### src/rtl/bus_pkg.sv
// rtl/bus_pkg.sv - shared widths, FSM state type and select-width helper for the mem bus interconnect
package bus_pkg;
   localparam int ADDR_W = 32;
   localparam int DATA_W = 32;
   localparam int STRB_W = 4;

   typedef enum logic [1:0] {IDLE, ACCESS, RESP} bus_state_t;

   // A single-slave build still needs a 1-bit select register.
   function automatic int sel_width(input int n);
      return (n > 1) ? $clog2(n) : 1;
   endfunction
endpackage

### src/rtl/bus_addr_decode.sv
// rtl/bus_addr_decode.sv - combinational base/mask address decode with lowest-index priority
module bus_addr_decode
   import bus_pkg::*;
#(
   parameter int                             NUM_SLAVES = 3,
   parameter int                             SEL_W      = 2,
   parameter logic [NUM_SLAVES*ADDR_W-1:0]   SLAVE_BASE = '0,
   parameter logic [NUM_SLAVES*ADDR_W-1:0]   SLAVE_MASK = '0
) (
   input  logic [ADDR_W-1:0] i_addr,
   output logic              o_hit,
   output logic [SEL_W-1:0]  o_idx
);

   // Scan from the top down so the lowest matching index is the one left standing.
   always_comb begin
      o_hit = 1'b0;
      o_idx = '0;
      for (int i = NUM_SLAVES - 1; i >= 0; i--) begin
         if ((i_addr & SLAVE_MASK[i*ADDR_W +: ADDR_W]) == SLAVE_BASE[i*ADDR_W +: ADDR_W]) begin
            o_hit = 1'b1;
            o_idx = SEL_W'(i);
         end
      end
   end

endmodule

### src/rtl/mem_bus_interconnect.sv
// rtl/mem_bus_interconnect.sv - single-master N-slave valid/ready interconnect with timeout and sticky error capture
module mem_bus_interconnect
   import bus_pkg::*;
#(
   parameter int                             NUM_SLAVES     = 3,
   parameter logic [NUM_SLAVES*ADDR_W-1:0]   SLAVE_BASE     = {32'h2000_0000, 32'h1000_0000, 32'h0000_0000},
   parameter logic [NUM_SLAVES*ADDR_W-1:0]   SLAVE_MASK     = {3{32'hFFFF_0000}},
   parameter int                             TIMEOUT_CYCLES = 255,
   parameter logic [DATA_W-1:0]              ERR_RDATA      = 32'hDEAD_BEEF
) (
   input  logic                         clk,
   input  logic                         reset_n,
   input  logic                         mem_valid,
   input  logic                         mem_instr,
   output logic                         mem_ready,
   input  logic [ADDR_W-1:0]            mem_addr,
   input  logic [DATA_W-1:0]            mem_wdata,
   input  logic [STRB_W-1:0]            mem_wstrb,
   output logic [DATA_W-1:0]            mem_rdata,
   output logic [NUM_SLAVES-1:0]        s_valid,
   output logic                         s_instr,
   input  logic [NUM_SLAVES-1:0]        s_ready,
   output logic [ADDR_W-1:0]            s_addr,
   output logic [DATA_W-1:0]            s_wdata,
   output logic [STRB_W-1:0]            s_wstrb,
   input  logic [NUM_SLAVES*DATA_W-1:0] s_rdata,
   input  logic                         err_clear,
   output logic                         bus_err,
   output logic [ADDR_W-1:0]            err_addr
);

   localparam int SEL_W = sel_width(NUM_SLAVES);
   localparam int CNT_W = $clog2(TIMEOUT_CYCLES + 1);

   bus_state_t          r_state, w_next;
   logic [SEL_W-1:0]    r_sel;
   logic [ADDR_W-1:0]   r_addr;
   logic [DATA_W-1:0]   r_wdata;
   logic [STRB_W-1:0]   r_wstrb;
   logic                r_instr;
   logic [CNT_W-1:0]    r_cnt;
   logic [DATA_W-1:0]   r_rdata;
   logic                r_bus_err;
   logic [ADDR_W-1:0]   r_err_addr;

   logic                w_hit;
   logic [SEL_W-1:0]    w_idx;
   logic                w_sel_ready;
   logic [DATA_W-1:0]   w_sel_rdata;
   logic [CNT_W-1:0]    w_cnt_inc;
   logic                w_timeout;
   logic                w_unmapped;
   logic                w_err_evt;
   logic [ADDR_W-1:0]   w_err_addr;

   bus_addr_decode #(
      .NUM_SLAVES (NUM_SLAVES),
      .SEL_W      (SEL_W),
      .SLAVE_BASE (SLAVE_BASE),
      .SLAVE_MASK (SLAVE_MASK)
   ) u_decode (
      .i_addr (mem_addr),
      .o_hit  (w_hit),
      .o_idx  (w_idx)
   );

   assign w_sel_ready = s_ready[r_sel];
   assign w_sel_rdata = s_rdata[r_sel*DATA_W +: DATA_W];
   assign w_cnt_inc   = r_cnt + 1'b1;
   // A ready arriving on the final allowed cycle still completes normally.
   assign w_timeout   = (r_state == ACCESS) && !w_sel_ready && (w_cnt_inc == CNT_W'(TIMEOUT_CYCLES));
   assign w_unmapped  = (r_state == IDLE) && mem_valid && !w_hit;
   assign w_err_evt   = w_unmapped || w_timeout;
   assign w_err_addr  = w_unmapped ? mem_addr : r_addr;

   always_ff @(posedge clk or negedge reset_n) begin
      if (!reset_n) r_state <= IDLE;
      else          r_state <= w_next;
   end

   always_comb begin
      w_next = r_state;
      case (r_state)
         IDLE:    if (mem_valid) w_next = w_hit ? ACCESS : RESP;
         ACCESS:  if (w_sel_ready || w_timeout) w_next = RESP;
         RESP:    w_next = IDLE;
         default: w_next = IDLE;
      endcase
   end

   always_comb begin
      mem_ready = (r_state == RESP);
      for (int i = 0; i < NUM_SLAVES; i++) begin
         s_valid[i] = (r_state == ACCESS) && (r_sel == SEL_W'(i));
      end
   end

   always_ff @(posedge clk or negedge reset_n) begin
      if (!reset_n) begin
         r_sel   <= '0;
         r_addr  <= '0;
         r_wdata <= '0;
         r_wstrb <= '0;
         r_instr <= 1'b0;
         r_cnt   <= '0;
         r_rdata <= '0;
      end else begin
         case (r_state)
            IDLE: if (mem_valid) begin
               r_addr  <= mem_addr;
               r_wdata <= mem_wdata;
               r_wstrb <= mem_wstrb;
               r_instr <= mem_instr;
               r_sel   <= w_idx;
               r_cnt   <= '0;
               if (!w_hit) r_rdata <= (mem_wstrb == '0) ? ERR_RDATA : '0;
            end
            ACCESS: begin
               r_cnt <= w_cnt_inc;
               if (w_sel_ready)    r_rdata <= w_sel_rdata;
               else if (w_timeout) r_rdata <= (r_wstrb == '0) ? ERR_RDATA : '0;
            end
            default: ;
         endcase
      end
   end

   // A new error beats a simultaneous clear and reloads the address even if the flag was set.
   always_ff @(posedge clk or negedge reset_n) begin
      if (!reset_n) begin
         r_bus_err  <= 1'b0;
         r_err_addr <= '0;
      end else if (w_err_evt) begin
         r_bus_err <= 1'b1;
         if (!r_bus_err || err_clear) r_err_addr <= w_err_addr;
      end else if (err_clear) begin
         r_bus_err  <= 1'b0;
         r_err_addr <= '0;
      end
   end

   assign mem_rdata = r_rdata;
   assign s_addr    = r_addr;
   assign s_wdata   = r_wdata;
   assign s_wstrb   = r_wstrb;
   assign s_instr   = r_instr;
   assign bus_err   = r_bus_err;
   assign err_addr  = r_err_addr;

endmodule

### config.mk
export PLATFORM = sky130hd
export DESIGN_NAME = mem_bus_interconnect
export DESIGN_NICKNAME = d
export VERILOG_FILES = /design/src/rtl/bus_pkg.sv /design/src/rtl/bus_addr_decode.sv /design/src/rtl/mem_bus_interconnect.sv
export SDC_FILE = /design/constraint.sdc
export NUM_CORES = 1
export LEC_CHECK = 0
export CAP_MARGIN = 40
export CORE_MARGIN = 2
export CORE_UTILIZATION = 43
export CTS_CLUSTER_SIZE = 12
export DETAILED_ROUTE_END_ITERATION = 8
export PLACE_DENSITY = 0.83
export SLEW_MARGIN = 20
export SYNTH_ARGS = -nofsm -noshare
export SYNTH_HDL_FRONTEND = slang
export SYNTH_HIERARCHICAL = 1
export SYNTH_SLANG_ARGS = --single-unit
### constraint.sdc
create_clock -name clk -period 3.75 [get_ports clk]
set_clock_uncertainty 0.15 [all_clocks]
set_input_delay 0.375 -clock clk [delete_from_list [all_inputs] [get_ports clk]]
set_output_delay 0.375 -clock clk [all_outputs]
set_load 0.05 [all_outputs]
# [After elaboration in Yosys (flattened, before gate mapping)]
# Index checks and enable logic that the tools add are counted.
[totals] ff_bits=146 output_inout_bits=138 input_bits=172
[op_classes] n_reduce_logical=25 n_mux=27 eq_ne=12 order_cmp=1 shifts=1 add_sub_neg=1
[op_table] cell="32-bit two-way mux" count=10
[op_table] cell="96-bit by 8-bit variable part select with 32-bit output" count=1
[op_table] cell="32-bit case mux with 2 select lines" count=1
[op_table] cell="32-bit zero test" count=1
[op_table] cell="16-bit by 13-bit == test with 1-bit output (second input constant)" count=1
[op_table] cell="16-bit by 14-bit == test with 1-bit output (second input constant)" count=1
[op_table] cell="8-bit case mux with 2 select lines" count=1
[op_table] cell="2-bit two-way mux" count=6
[op_table] cell="8-bit by 1-bit adder with 8-bit output (second input constant)" count=1
[op_table] cell="8-bit == test (second input constant)" count=1
[op_table] cell="4-bit zero test" count=2
[op_table] cell="8-bit two-way mux" count=1
[op_table] cell="2-bit AND reduction" count=4
[op_table] cell="1-bit logical AND" count=7
[op_table] cell="1-bit two-way mux" count=6
[op_table] cell="2-bit != test (second input constant)" count=3
[op_table] cell="2-bit by 1-bit == test with 1-bit output (second input constant)" count=2
[op_table] cell="2-bit == test (second input constant)" count=2
[op_table] cell="2-bit zero test" count=2
[op_table] cell="2-bit case mux with 2 select lines" count=1
[op_table] cell="4-bit AND reduction" count=1
[op_table] cell="2-bit nonzero test" count=2
[op_table] cell="1-bit zero test" count=3
[op_table] cell="1-bit logical OR" count=3
[op_table] cell="other kinds (4)" count=4

# [Logic depth before layout (Yosys ltp)]
[depth] depth_word=9 ltp_mapped=11 ltp_nobuf=9

# [Cells and area by module]
# The synthesis kept the hierarchy.
[modules_own_cells] mod="mem_bus_interconnect" seq_area_each_um2=3653.5 instances=1 cells_each=601 area_per_inst_um2=7021.7
[modules_own_cells] mod="bus_addr_decode" seq_area_each_um2=0.0 instances=1 cells_each=9 area_per_inst_um2=77.6

# [Least setup slack after synthesis]
# Ideal clock, no wire load.
[synth_path] path_type="in2reg" from="in mem_addr[23]" to="reg r_err_addr[10] (netlist: err_addr[10])" arrival_ns=2.477 setup_time_ns=0.133 cell_stages=7 setup_slack_ns=0.991 n_path_buf=2 t_required_ns=3.467 path_cell_list="or4_4 nor4_1 nand2b_1 clkbuf_1 clkbuf_1 mux2i_1 o22ai_1"
[synth_between] elab_chain_cells=9
[synth_lines] item="start: declaration" line="mem_bus_interconnect.sv:16" text="input logic [ADDR_W-1:0] mem_addr,"
[synth_lines] item="16-bit by 14-bit == test with 1-bit output" line="bus_addr_decode.sv:20" text="if ((i_addr & SLAVE_MASK[i*ADDR_W +: ADDR_W]) == SLAVE_BASE[i*ADDR_W +: ADDR_W]) begin"
[synth_lines] item="1-bit two-way mux (2 in series)" line="bus_addr_decode.sv:20"
[synth_lines] item="1-bit two-way mux *" line="bus_addr_decode.sv:20"
[synth_lines] item="named net w_hit" line="mem_bus_interconnect.sv:46" text="logic w_hit;"
[synth_lines] item="1-bit zero test *"
[synth_lines] item="1-bit logical AND *" line="mem_bus_interconnect.sv:72" text="assign w_unmapped = (r_state == IDLE) && mem_valid && !w_hit;"
[synth_lines] item="32-bit two-way mux or 1-bit logical OR (tied branches)" line="mem_bus_interconnect.sv:74, mem_bus_interconnect.sv:73"
[synth_lines] item="32-bit two-way mux, or another cell as far along" line="mem_bus_interconnect.sv:135" text="if (!r_bus_err || err_clear) r_err_addr <= w_err_addr;"
[synth_lines] item="32-bit two-way mux or 2-bit AND reduction (tied branches)"
[synth_lines] item="end signal: assignment" line="mem_bus_interconnect.sv:135"
[synth_lines] item="end: declaration" line="mem_bus_interconnect.sv:44" text="logic [ADDR_W-1:0] r_err_addr;"
# The timed path passes the listed nets; every way through them passes the cells marked *. The select of a mux whose other input is x is not followed.
# A chain may end at the register's enable or synchronous reset.

# [Worst setup path in the final report]
[layout_path] from="reg r_cnt[0]" to="reg r_err_addr[14] (netlist: err_addr[14])"
[layout_between] elab_chain_cells=6
[layout_lines] item="start: declaration" line="mem_bus_interconnect.sv:41" text="logic [CNT_W-1:0] r_cnt;"
[layout_lines] item="start signal: assignment" line="mem_bus_interconnect.sv:119" text="r_cnt <= w_cnt_inc;"
[layout_lines] item="8-bit by 1-bit adder with 8-bit output *" line="mem_bus_interconnect.sv:69" text="assign w_cnt_inc = r_cnt + 1'b1;"
[layout_lines] item="8-bit == test *" line="mem_bus_interconnect.sv:71" text="assign w_timeout = (r_state == ACCESS) && !w_sel_ready && (w_cnt_inc == CNT_W'(TIMEOUT_CYCLES));"
[layout_lines] item="1-bit logical AND *" line="mem_bus_interconnect.sv:71"
[layout_lines] item="1-bit logical OR *" line="mem_bus_interconnect.sv:73" text="assign w_err_evt = w_unmapped || w_timeout;"
[layout_lines] item="2-bit by 1-bit != test with 1-bit output (no source line) or 2-bit nonzero test (tied branches)"
[layout_lines] item="2-bit AND reduction (no source line)"
# Mark *: on every way between the ends. The rest lies on a longest branch, timed or not.

==> flow_summary.json <==
{
  "status": "finished clean",
  "drtAntennaViolNets": 0,
  "portBuffers": 309,
  "final_common_cell": "clkdlybuf4s50_1",
  "power_leakage_nw": 4.39,
  "r2r-start": "r_cnt[0]$_DFFE_PN0P_",
  "finalHoldViolCount": 0,
  "cap_violations": 0,
  "synth.top_cells.by_area": "dfrtp_1, mux2_2, mux2i_1",
  "synth_ff_type": "dfrtp_1",
  "vias": 6052,
  "worstPathCellList": "ha_1, nand2b_1, or4_4, a32oi_4, nand2_1, o31ai_4, buf_4, o22ai_1",
  "cpPeakStageDelay_ns": 0.64,
  "dpl.cell_count": 1107,
  "ys_warn_count": 6,
  "routed_via_density": 5.30,
  "layout.cells.non_filler": 1142,
  "ios": 310,
  "rows": 46,
  "syn2layout_area_growth_pct": 55.1,
  "grt_pass1_wl_um": 34800,
  "core_mm2": 0.0160,
  "min_period_over_period_pct": 86.2,
  "peakVddDrop_v": 0.000317,
  "ys_seq_area_share_pct": 51.5,
  "layout_common_cells": "clkdlybuf4s50_1, dfrtp_1, mux2_2",
  "fp.dieW_um": 132,
  "grt-ovfl-total": 0,
  "synth_top_cell_area_share_pct": 51.5,
  "drt_iter0_drc": 211,
  "max_freq_mhz": 309,
  "worstPathMaxFanout": 17,
  "num_antenna_cells": 0,
  "routabilityCongestion": 0.820,
  "htree_levels": 4,
  "relSlewSlack_pct": 48.5,
  "grt_max_degree": 81,
  "path_depth": 8,
  "die_area_mm2": 0.0176,
  "cp-startpoint": "r_cnt[0]$_DFFE_PN0P_",
  "remaining_drc_errors": 0,
  "final_core_util_pct": 68.8,
  "netlist_instances": 610,
  "grt.total_usage_pct": 25.3,
  "r2r-end": "err_addr[14]$_DFFE_PN0P_",
  "initial_core_util_pct": 44.4,
  "setup_violations": 0,
  "cts_sinks": 146,
  "antenna_found_initial": 0,
  "synth_area_mm2": 0.00710,
  "firstDrtPassIters": 4,
  "rsz0062_at_grt": "false",
  "insertion_delay_ns": 0.42,
  "synth_top_area_cell": "dfrtp_1",
  "postRouteWirelength_um": 22200,
  "cts_buffers": 17,
  "p_per_area_mw_per_mm2": 473,
  "slew_viol_final": 0,
  "ys_ff_latch": 146,
  "synth_cell_types": 54,
  "worst_ep_required_time_ns": 3.89,
  "async_flop_share_pct": 100,
  "ff2ff_setup_slack_ns": 0.52,
  "drive_gt1_share_pct": 18.3,
  "cp_top_family": "compound AO/OA/AOI/OAI gates",
  "clk_path_buf_depth": 2,
  "cts_tree": "done",
  "path_class": "flip-flop to flip-flop",
  "endpoint": "err_addr[14]$_DFFE_PN0P_",
  "critPathCaptureType": "flip-flop",
  "critPathArrivalTime_ns": 3.37,
  "period_needed_ns": 3.23,
  "layout.nets": 1087,
  "cts-root-buf": "clkbuf_16",
  "setup_slack_ns": 0.518,
  "synth.avg_cell_area_um2": 11.6,
  "reg2regPathDepth": 8,
  "synth-edff-count": 0,
  "nFillCells": 1239,
  "die_y_um": 132,
  "cp_slowest_cell": "o31ai_4",
  "min_path_type": "input pin to asynchronous set/reset pin",
  "dp_slack_ns": 0.533,
  "worst-path-buf-inv": 1,
  "max_slew.worst_pin.slew_ns": 0.772,
  "start_kind": "flip-flop",
  "post_cts_buffers": 0,
  "grt_pass1_vias": 6269,
  "tns_ns": 0,
  "clkTransAtPathRegs_ns": 0.07,
  "syn-num-nets": 784,
  "wire_per_inst_um": 19.4,
  "hpwl_um": 16300
}
-- stage by stage --
step | hold WS (ns) | power [mW] | area, um2
3_3_place_gp | 0.338 | 3.62 | 10400
6_report | 0.234 | 5.21 | 11000
2_1_floorplan | -0.0706 | 2.91 | 7100
5_1_grt | 0.242 | 5.42 | 11000
3_5_place_dp | 0.341 | 3.64 | 10400
4_1_cts | 0.358 | 5.26 | 11000
-- registers in the layout, indices dropped and copies added, names as in the netlist --
signal,cells
s_wstrb,4
r_sel,2
r_state,2
err_addr,32
bus_err,1
s_instr,1
s_addr,32
mem_rdata,32
s_wdata,32
r_cnt,8
-- per-layer routing --
metal  vias to the layer above  global-route usage, %  part of all wire (%)
li1                       2818                      -                     -
met1                      2951                   29.6                    39
met3                        24                   10.3                    10
met2                       259                   43.1                    50
met5                         -                      0                     0
met4                         0                   6.93                   1.3
-- synthesized netlist by cell type, types with 2 or more instances --
cell	count
dfrtp_1	146
mux2_2	72
nand2_1	65
mux2i_1	56
o21ai_0	44
clkbuf_1	29
inv_1	24
o22ai_1	24
a2bb2oi_2	19
a22oi_1	18
nor2_1	17
buf_2	9
a22o_2	8
a2bb2oi_1	6
nand2b_1	5
nor2b_1	5
a21oi_1	4
nor3b_1	4
nor4_1	4
a21boi_0	3
buf_1	3
nand3_1	3
or4_4	3
a31oi_1	2
and3b_2	2
buf_12	2
ha_1	2
nand3b_1	2
or3_1	2
or4_1	2
or4b_1	2
-- worst min path at each step --
stage	endpoint	slack [ns]
floorplan	bus_err$_DFFE_PN0P_	-0.07
global placement	s_wdata[25]$_DFFE_PN0P_	0.34
detailed placement	mem_rdata[17]$_DFFE_PN0P_	0.34
CTS	mem_rdata[17]$_DFFE_PN0P_	0.36
global route	mem_rdata[31]$_DFFE_PN0P_	0.24
finish	mem_rdata[20]$_DFFE_PN0P_	0.23
-- layout make-up --
type	instances	area [um2]	share of cell area, %
Clock inverter	11	95.1	0.863
Inverter	25	106	0.966
Multi-Input combinational cell	395	3150	28.6
Tap cell	216	270	2.45
Timing Repair Buffer	328	3270	29.7
Clock buffer	21	460	4.18
Sequential cell	146	3650	33.2
-- power breakdown --
part           internal, mW  total (mW)  switching [mW]
clock network         0.899        1.60           0.701
registers              1.77        1.90           0.130
logic                 0.692        1.72            1.03
-- kinds of logic (layout without fill, tap and decap cells) --
kind of cell / Yosys count / count (layout) / share of synthesized area, %
flip-flops: 146 / 146 / 51.5
AND/OR/NAND/NOR: 126 / 126 / 8.94
AO/OA/AOI/OAI: 139 / 139 / 15.4
multiplexers: 128 / 128 / 19.3
adder cells (fa/ha/maj): 2 / 2 / 0.352
buffers and inverters: 69 / 385 / 4.55
-- what timing repair did --
item                                    in CTS  in global routing
gates resized for setup                      0                  0
hold endpoints to repair                    79                  0
hold buffers                                 1                  0
endpoints found under the setup margin       0                  0
Power figures use the tool's default switching activity.
